===== src/rtl/mem_writeback_pkg.sv =====
// Shared definitions for the memory-access / writeback stage and decode.
//  - funct3 access size codes
//  - FSM state encoding
//  - opcode constants (decode uses these too)
//  - store formatting and alignment helpers
package mem_writeback_pkg;

    localparam logic [2:0] F3_B  = 3'b000;
    localparam logic [2:0] F3_H  = 3'b001;
    localparam logic [2:0] F3_W  = 3'b010;
    localparam logic [2:0] F3_BU = 3'b100;
    localparam logic [2:0] F3_HU = 3'b101;

    localparam logic [6:0] OPC_LOAD   = 7'b000_0011;
    localparam logic [6:0] OPC_STORE  = 7'b010_0011;
    localparam logic [6:0] OPC_OP_IMM = 7'b001_0011;
    localparam logic [6:0] OPC_OP     = 7'b011_0011;
    localparam logic [6:0] OPC_LUI    = 7'b011_0111;

    typedef enum logic [1:0] {
        ST_IDLE = 2'd0,
        ST_REQ  = 2'd1,
        ST_RSP  = 2'd2
    } state_t;

    // Size is carried in funct3[1:0]; unknown sizes are treated as word.
    function automatic logic addr_misaligned(input logic [2:0] f3, input logic [1:0] a);
        case (f3[1:0])
            2'b00:   return 1'b0;
            2'b01:   return a[0];
            default: return a != 2'b00;
        endcase
    endfunction

    function automatic logic [31:0] store_wdata(input logic [2:0] f3, input logic [31:0] d);
        case (f3[1:0])
            2'b00:   return {4{d[7:0]}};
            2'b01:   return {2{d[15:0]}};
            default: return d;
        endcase
    endfunction

    function automatic logic [3:0] store_wstrb(input logic [2:0] f3, input logic [1:0] a);
        case (f3[1:0])
            2'b00:   return 4'b0001 << a;
            2'b01:   return 4'b0011 << a;
            default: return 4'b1111;
        endcase
    endfunction

endpackage


===== src/rtl/mem_writeback_if.sv =====
// Data-memory valid/ready port.
//  master (mem_writeback): drives request fields, receives ready and load data.
//  slave  (memory):        drives ready, rsp_valid and rdata.
interface mem_writeback_if;
    logic        dmem_req_valid;
    logic        dmem_req_ready;
    logic        dmem_we;
    logic [31:0] dmem_addr;
    logic [31:0] dmem_wdata;
    logic [3:0]  dmem_wstrb;
    logic        dmem_rsp_valid;
    logic [31:0] dmem_rdata;

    modport master (
        output dmem_req_valid, dmem_we, dmem_addr, dmem_wdata, dmem_wstrb,
        input  dmem_req_ready, dmem_rsp_valid, dmem_rdata
    );

    modport slave (
        input  dmem_req_valid, dmem_we, dmem_addr, dmem_wdata, dmem_wstrb,
        output dmem_req_ready, dmem_rsp_valid, dmem_rdata
    );
endinterface


===== src/rtl/mem_writeback_load_align.sv =====
// load_align: combinational load formatting.
//  rdata  in  32  full memory word
//  lane   in  2   byte offset of the access
//  funct3 in  3   access size / signedness
//  data   out 32  lane-selected, sign/zero-extended value
module load_align
    import mem_writeback_pkg::*;
(
    input  logic [31:0] rdata,
    input  logic [1:0]  lane,
    input  logic [2:0]  funct3,
    output logic [31:0] data
);
    logic [3:0][7:0] bytes;
    logic [7:0]      b;
    logic [15:0]     h;

    assign bytes = rdata;
    assign b     = bytes[lane];
    // Halfwords are 2-byte aligned by the time they get here, so lane[1] picks the half.
    assign h     = lane[1] ? rdata[31:16] : rdata[15:0];

    always_comb begin
        data = rdata;
        case (funct3)
            F3_B:    data = {{24{b[7]}}, b};
            F3_BU:   data = {24'd0, b};
            F3_H:    data = {{16{h[15]}}, h};
            F3_HU:   data = {16'd0, h};
            default: data = rdata;
        endcase
    end
endmodule


===== src/rtl/mem_writeback.sv =====
// mem_writeback: memory-access + writeback stage.
//  clk, reset          clock, async active-high reset
//  ex_*                executed op from execute (accepted on ex_valid && !stall_out)
//  stall_out           high while a memory access is in flight
//  dmem                data-memory valid/ready port (master)
//  wb_data/wb_rd       writeback value/register, held between pulses
//  wb_reg_write        one-cycle register write pulse (never for x0)
//  misaligned, bus_err one-cycle error pulses
module mem_writeback
    import mem_writeback_pkg::*;
#(
    parameter int TIMEOUT_CYCLES = 256,
    parameter int CNT_W          = 9
) (
    input  logic        clk,
    input  logic        reset,
    input  logic        ex_valid,
    input  logic [31:0] ex_alu_result,
    input  logic [31:0] ex_rs2_data,
    input  logic [4:0]  ex_rd,
    input  logic [2:0]  ex_funct3,
    input  logic        ex_reg_write,
    input  logic        ex_mem_read,
    input  logic        ex_mem_write,
    output logic        stall_out,
    mem_writeback_if.master dmem,
    output logic [31:0] wb_data,
    output logic [4:0]  wb_rd,
    output logic        wb_reg_write,
    output logic        misaligned,
    output logic        bus_err
);
    localparam logic [CNT_W-1:0] CNT_LAST =
        CNT_W'((TIMEOUT_CYCLES == 0) ? 0 : TIMEOUT_CYCLES - 1);

    state_t          state, state_nxt;
    logic [CNT_W-1:0] cnt;
    logic [2:0]      f3_q;
    logic [1:0]      lane_q;
    logic [4:0]      rd_q;
    logic            rw_q;
    logic            we_q;
    logic [31:0]     addr_q, wdata_q;
    logic [3:0]      wstrb_q;
    logic [31:0]     ld_data;
    logic            accept, is_mem, mis, waiting, timeout;

    assign accept  = ex_valid && (state == ST_IDLE);
    assign is_mem  = ex_mem_read || ex_mem_write;
    assign mis     = addr_misaligned(ex_funct3, ex_alu_result[1:0]);
    assign waiting = ((state == ST_REQ) && !dmem.dmem_req_ready) ||
                     ((state == ST_RSP) && !dmem.dmem_rsp_valid);
    // Fires on the TIMEOUT_CYCLES-th consecutive waiting cycle in REQ or RSP.
    assign timeout = (TIMEOUT_CYCLES != 0) && waiting && (cnt == CNT_LAST);

    assign stall_out           = (state != ST_IDLE);
    assign dmem.dmem_req_valid = (state == ST_REQ);
    assign dmem.dmem_we        = we_q;
    assign dmem.dmem_addr      = addr_q;
    assign dmem.dmem_wdata     = wdata_q;
    assign dmem.dmem_wstrb     = wstrb_q;

    load_align u_load_align (
        .rdata  (dmem.dmem_rdata),
        .lane   (lane_q),
        .funct3 (f3_q),
        .data   (ld_data)
    );

    always_ff @(posedge clk or posedge reset) begin
        if (reset) state <= ST_IDLE;
        else       state <= state_nxt;
    end

    always_comb begin
        state_nxt = state;
        case (state)
            ST_IDLE: if (accept && is_mem && !mis) state_nxt = ST_REQ;
            ST_REQ: begin
                if (timeout)                   state_nxt = ST_IDLE;
                else if (dmem.dmem_req_ready)  state_nxt = we_q ? ST_IDLE : ST_RSP;
            end
            ST_RSP: begin
                // A response is only looked at here, never in the handshake cycle.
                if (timeout || dmem.dmem_rsp_valid) state_nxt = ST_IDLE;
            end
            default: state_nxt = ST_IDLE;
        endcase
    end

    // Cleared on every state change so each REQ/RSP visit starts from zero.
    always_ff @(posedge clk or posedge reset) begin
        if (reset)                   cnt <= '0;
        else if (state_nxt != state) cnt <= '0;
        else if (waiting)            cnt <= cnt + 1'b1;
    end

    always_ff @(posedge clk or posedge reset) begin
        if (reset) begin
            wb_data      <= '0;
            wb_rd        <= '0;
            wb_reg_write <= 1'b0;
            misaligned   <= 1'b0;
            bus_err      <= 1'b0;
            f3_q         <= '0;
            lane_q       <= '0;
            rd_q         <= '0;
            rw_q         <= 1'b0;
            we_q         <= 1'b0;
            addr_q       <= '0;
            wdata_q      <= '0;
            wstrb_q      <= '0;
        end else begin
            wb_reg_write <= 1'b0;
            misaligned   <= 1'b0;
            bus_err      <= timeout;
            if (accept) begin
                if (!is_mem) begin
                    wb_data      <= ex_alu_result;
                    wb_rd        <= ex_rd;
                    wb_reg_write <= ex_reg_write && (ex_rd != 5'd0);
                end else if (mis) begin
                    misaligned <= 1'b1;
                end else begin
                    // Request fields stay frozen until the next accepted access.
                    f3_q    <= ex_funct3;
                    lane_q  <= ex_alu_result[1:0];
                    rd_q    <= ex_rd;
                    rw_q    <= ex_reg_write;
                    we_q    <= ex_mem_write;
                    addr_q  <= {ex_alu_result[31:2], 2'b00};
                    wdata_q <= store_wdata(ex_funct3, ex_rs2_data);
                    wstrb_q <= ex_mem_write ? store_wstrb(ex_funct3, ex_alu_result[1:0]) : 4'b0000;
                end
            end
            if ((state == ST_RSP) && dmem.dmem_rsp_valid) begin
                wb_data      <= ld_data;
                wb_rd        <= rd_q;
                wb_reg_write <= rw_q && (rd_q != 5'd0);
            end
        end
    end
endmodule


===== src/flat_wrapper.sv =====
// flat-port wrapper written by rule: the top's interface ports become plain ports
module mem_writeback_flat import mem_writeback_pkg::*;
#(
    parameter int TIMEOUT_CYCLES = 256,
    parameter int CNT_W          = 9
)
  (clk, reset, ex_valid, ex_alu_result, ex_rs2_data, ex_rd, ex_funct3, ex_reg_write, ex_mem_read, ex_mem_write, stall_out, wb_data, wb_rd, wb_reg_write, misaligned, bus_err, dmem_dmem_req_valid, dmem_dmem_we, dmem_dmem_addr, dmem_dmem_wdata, dmem_dmem_wstrb, dmem_dmem_req_ready, dmem_dmem_rsp_valid, dmem_dmem_rdata);
  mem_writeback_if dmem_i ();
  input  logic clk;
  input  logic reset;
  input  logic ex_valid;
  input  logic [31:0] ex_alu_result;
  input  logic [31:0] ex_rs2_data;
  input  logic [4:0] ex_rd;
  input  logic [2:0] ex_funct3;
  input  logic ex_reg_write;
  input  logic ex_mem_read;
  input  logic ex_mem_write;
  output logic stall_out;
  output logic [31:0] wb_data;
  output logic [4:0] wb_rd;
  output logic wb_reg_write;
  output logic misaligned;
  output logic bus_err;
  output wire logic [$bits(dmem_i.dmem_req_valid)-1:0] dmem_dmem_req_valid;
  output wire logic [$bits(dmem_i.dmem_we)-1:0] dmem_dmem_we;
  output wire logic [$bits(dmem_i.dmem_addr)-1:0] dmem_dmem_addr;
  output wire logic [$bits(dmem_i.dmem_wdata)-1:0] dmem_dmem_wdata;
  output wire logic [$bits(dmem_i.dmem_wstrb)-1:0] dmem_dmem_wstrb;
  input wire logic [$bits(dmem_i.dmem_req_ready)-1:0] dmem_dmem_req_ready;
  input wire logic [$bits(dmem_i.dmem_rsp_valid)-1:0] dmem_dmem_rsp_valid;
  input wire logic [$bits(dmem_i.dmem_rdata)-1:0] dmem_dmem_rdata;
  assign dmem_dmem_req_valid = dmem_i.dmem_req_valid;
  assign dmem_dmem_we = dmem_i.dmem_we;
  assign dmem_dmem_addr = dmem_i.dmem_addr;
  assign dmem_dmem_wdata = dmem_i.dmem_wdata;
  assign dmem_dmem_wstrb = dmem_i.dmem_wstrb;
  assign dmem_i.dmem_req_ready = dmem_dmem_req_ready;
  assign dmem_i.dmem_rsp_valid = dmem_dmem_rsp_valid;
  assign dmem_i.dmem_rdata = dmem_dmem_rdata;
  mem_writeback #(.TIMEOUT_CYCLES(TIMEOUT_CYCLES), .CNT_W(CNT_W)) u_core (.clk(clk), .reset(reset), .ex_valid(ex_valid), .ex_alu_result(ex_alu_result), .ex_rs2_data(ex_rs2_data), .ex_rd(ex_rd), .ex_funct3(ex_funct3), .ex_reg_write(ex_reg_write), .ex_mem_read(ex_mem_read), .ex_mem_write(ex_mem_write), .stall_out(stall_out), .dmem(dmem_i), .wb_data(wb_data), .wb_rd(wb_rd), .wb_reg_write(wb_reg_write), .misaligned(misaligned), .bus_err(bus_err));
endmodule

===== config.mk =====
export PLATFORM = sky130hd
export DESIGN_NAME = mem_writeback_flat
export DESIGN_NICKNAME = d
export VERILOG_FILES = /design/src/rtl/mem_writeback_pkg.sv /design/src/rtl/mem_writeback_if.sv /design/src/rtl/mem_writeback_load_align.sv /design/src/rtl/mem_writeback.sv /design/src/flat_wrapper.sv
export SDC_FILE = /design/constraint.sdc
export NUM_CORES = 1
export LEC_CHECK = 0
export CAP_MARGIN = 20
export CORE_MARGIN = 1.5
export CORE_UTILIZATION = 49
export DETAILED_ROUTE_END_ITERATION = 7
export GPL_TIMING_DRIVEN = 1
export PLACE_DENSITY = 0.9
export SYNTH_ARGS = -nofsm -noshare
export SYNTH_HDL_FRONTEND = slang
export SYNTH_SLANG_ARGS = --single-unit

===== constraint.sdc =====
create_clock -name clk -period 13 [get_ports clk]
set_input_delay 2.6 -clock clk [delete_from_list [all_inputs] [get_ports clk]]
set_output_delay 2.6 -clock clk [all_outputs]
set_load 0.1 [all_outputs]

==> flow_summary.yaml <==
status:
  status: "complete, no violations"
sta:
  finalClockSkew_ps: 10.8
  finalHoldViolCount: 0
  rsz0062_at_grt: "no"
  worstMarginPinSlew_ps: 1040
  relSlewSlack_pct: 30.7
  fin_crit_sh_pct: 38.2
  min_period_ps: 4970
  fmax_mhz: 201
  finalMaxSlewViolations: 0
  setup_viol: 0
  fin_setup_tns_ps: 0
clock_network:
  cts_tree: "yes"
  post-cts-setup-buffer-count: 0
  cts_buffer_depth: 2
  cts.sinks: 129
  hold_buffers: 0
  clockRootBuffer: "clkbuf_16"
  cts_htree_levels: 4
  clock_latency_ps: 430
  path_clk_slew_ps: 50
  cts_made_buffers: 17
  post_cts_resized: 0
synth:
  ys_warn_count: 0
  synth_top_area_cell: "dfrtp_1"
  avgSynthCellArea_sq_um: 10.9
  yosys.area.top_type_share_pct: 51.8
  synth_common_cells: "dfrtp_1, nand2_1, mux2i_1"
  synthDistinctLibCells: 51
  ys.flop_type: "dfrtp_1"
  synth_edf_count: 0
  yosysSeqAreaShare_pct: 51.8
  netlist_top_cells_area: "dfrtp_1, mux2_2, mux2i_1"
  ys_seq_elements: 129
  synth_area_sq_um: 6230
  synth-async-reset-ratio_pct: 100
  synth_most_common_cell: "dfrtp_1"
  synth_cells: 571
layout:
  area_growth_pct: 47.2
  n_fill_cell: 860
  final_cell_area_sq_um: 9180
  drive_above_1_share_pct: 13.3
  layout.nets: 891
  antenna_cells: 0
  multi_input_area_sq_um: 2810
  regArea_sq_um: 3230
global_route:
  overflow: 0
  gr-usage-all-layers_pct: 29.0
  grt_pass1_vias: 5629
  grt_pass1_wl_um: 29300
  grt_antenna_before_repair: 0
  grt_max_degree: 82
place:
  dpl-instance-area_sq_um: 8510
  io_buffers: 220
  post-dp-hpwl_um: 13600
  place_congestion: 0.875
setup_path:
  setup.worst_path.start_class: "flip-flop"
  crit_arrival_ps: 2370
  crit_type: "reg2out"
  required_ps: 10400
  r2r_slack_ps: 10470
  worstPathMaxFanout: 11
  endpoint_kind: "primary output"
route:
  wl_per_cell_um: 20.0
  viasPerCell: 5.67
  final_antenna_net_count: 0
  drtIter0Drc: 363
  vias: 5456
  drt-pass1-iter-count: 5
  totalWireLength_um: 19200
  drcViolationCount: 0
flow_run:
  maxCapViolations: 0
floorplanning:
  rows: 41
  fp.coreArea_sq_um: 12500
  die_x_um: 116
  io_pins: 223
  dieArea_sq_um: 13400
  die_y_um: 116
  start_util_pct: 49.8
worst_hold_path:
  hold_class: "reg2reg"
-- area by class of cell --
type,count,share of cell area (%)
clock buffer,23,5.43
clock inverter,9,1.39
inverter,7,0.314
multi-input combinational,396,30.6
sequential,129,35.2
tap,172,2.34
timing repair buffer,226,24.8
-- stage by stage --
step | hold slack (ps) | std cells | utilization [%] | worst slack [ps]
3_5_place_dp | 469 | 928 | 68.0 | 7910
6_report | 477 | 962 | 73.3 | 8030
3_3_place_gp | 461 | 928 | 68.0 | 8030
5_1_grt | 511 | 962 | 73.3 | 7940
4_1_cts | 481 | 960 | 73.0 | 8020
2_1_floorplan | 480 | 572 | - | 6960
-- critical path, cell delays in order (launching register included) --
cell	delay, ps
dfrtp_1	490
nand2b_1	210
inv_1	90
clkdlybuf4s50_1	1150
-- metal layers --
metal	vias up	wire length (um)	track usage, %
li1	2462	-	-
met1	2691	7030	32.1
met2	265	9770	50.5
met3	38	1810	10.8
met4	0	590	12.0
met5	-	0	0
-- sequential cells by signal, summed over array words and instances, names as in the netlist --
register                cells
u_core.dmem.dmem_wdata     32
u_core.wb_data             32
u_core.cnt                  9
u_core.dmem.dmem_addr      30
u_core.f3_q                 3
u_core.state                2
u_core.bus_err              1
u_core.dmem.dmem_wstrb      4
u_core.dmem.dmem_we         1
u_core.wb_reg_write         1
u_core.rw_q                 1
u_core.rd_q                 5
u_core.misaligned           1
u_core.wb_rd                5
u_core.lane_q               2
-- path summary, 6_finish.rpt --
kind	startpoint	endpoint	cells past startpoint
setup / recovery	u_core.state[1]	dmem_dmem_req_valid	3
hold / removal	u_core.dmem.dmem_wdata[24]	u_core.dmem.dmem_wdata[24]	2
setup reg to reg	u_core.state[0]	u_core.wb_data[27]	4
hold reg to reg	u_core.dmem.dmem_wdata[24]	u_core.dmem.dmem_wdata[24]	2
max in group asynchronous	reset	u_core.dmem.dmem_addr[18]	4
min in group asynchronous	reset	u_core.cnt[7]	2
-- logic make-up (layout without fill, tap and decap cells) --
kind of cell,Yosys count,count (layout),share of synthesized area [%]
mux,108,108,18.4
xor+xnor,6,6,0.843
flops,129,129,51.8
simple gates,150,150,11.7
fa+ha+maj,2,2,0.401
other cells,1,2,0.0602
buf+inv,47,265,3.53
compound gates,128,128,13.3
-- placed cells by master (no fill, tap or decap), types with 5 or more instances in the layout --
master	instances
o21ai_0	49
dfrtp_1	129
clkbuf_8	5
clkdlybuf4s50_1	220
inv_1	6
nand2b_1	12
a32oi_1	5
xor2_1	5
mux2_2	50
a21oi_1	22
and3_1	6
mux2i_1	56
o22ai_1	9
a31oi_1	5
clkbuf_16	17
nand2_1	63
nor2_1	35
o211ai_1	16
Power is not shown: default switching activity piles up to over one toggle a cycle in this logic, so the estimate is an artifact.
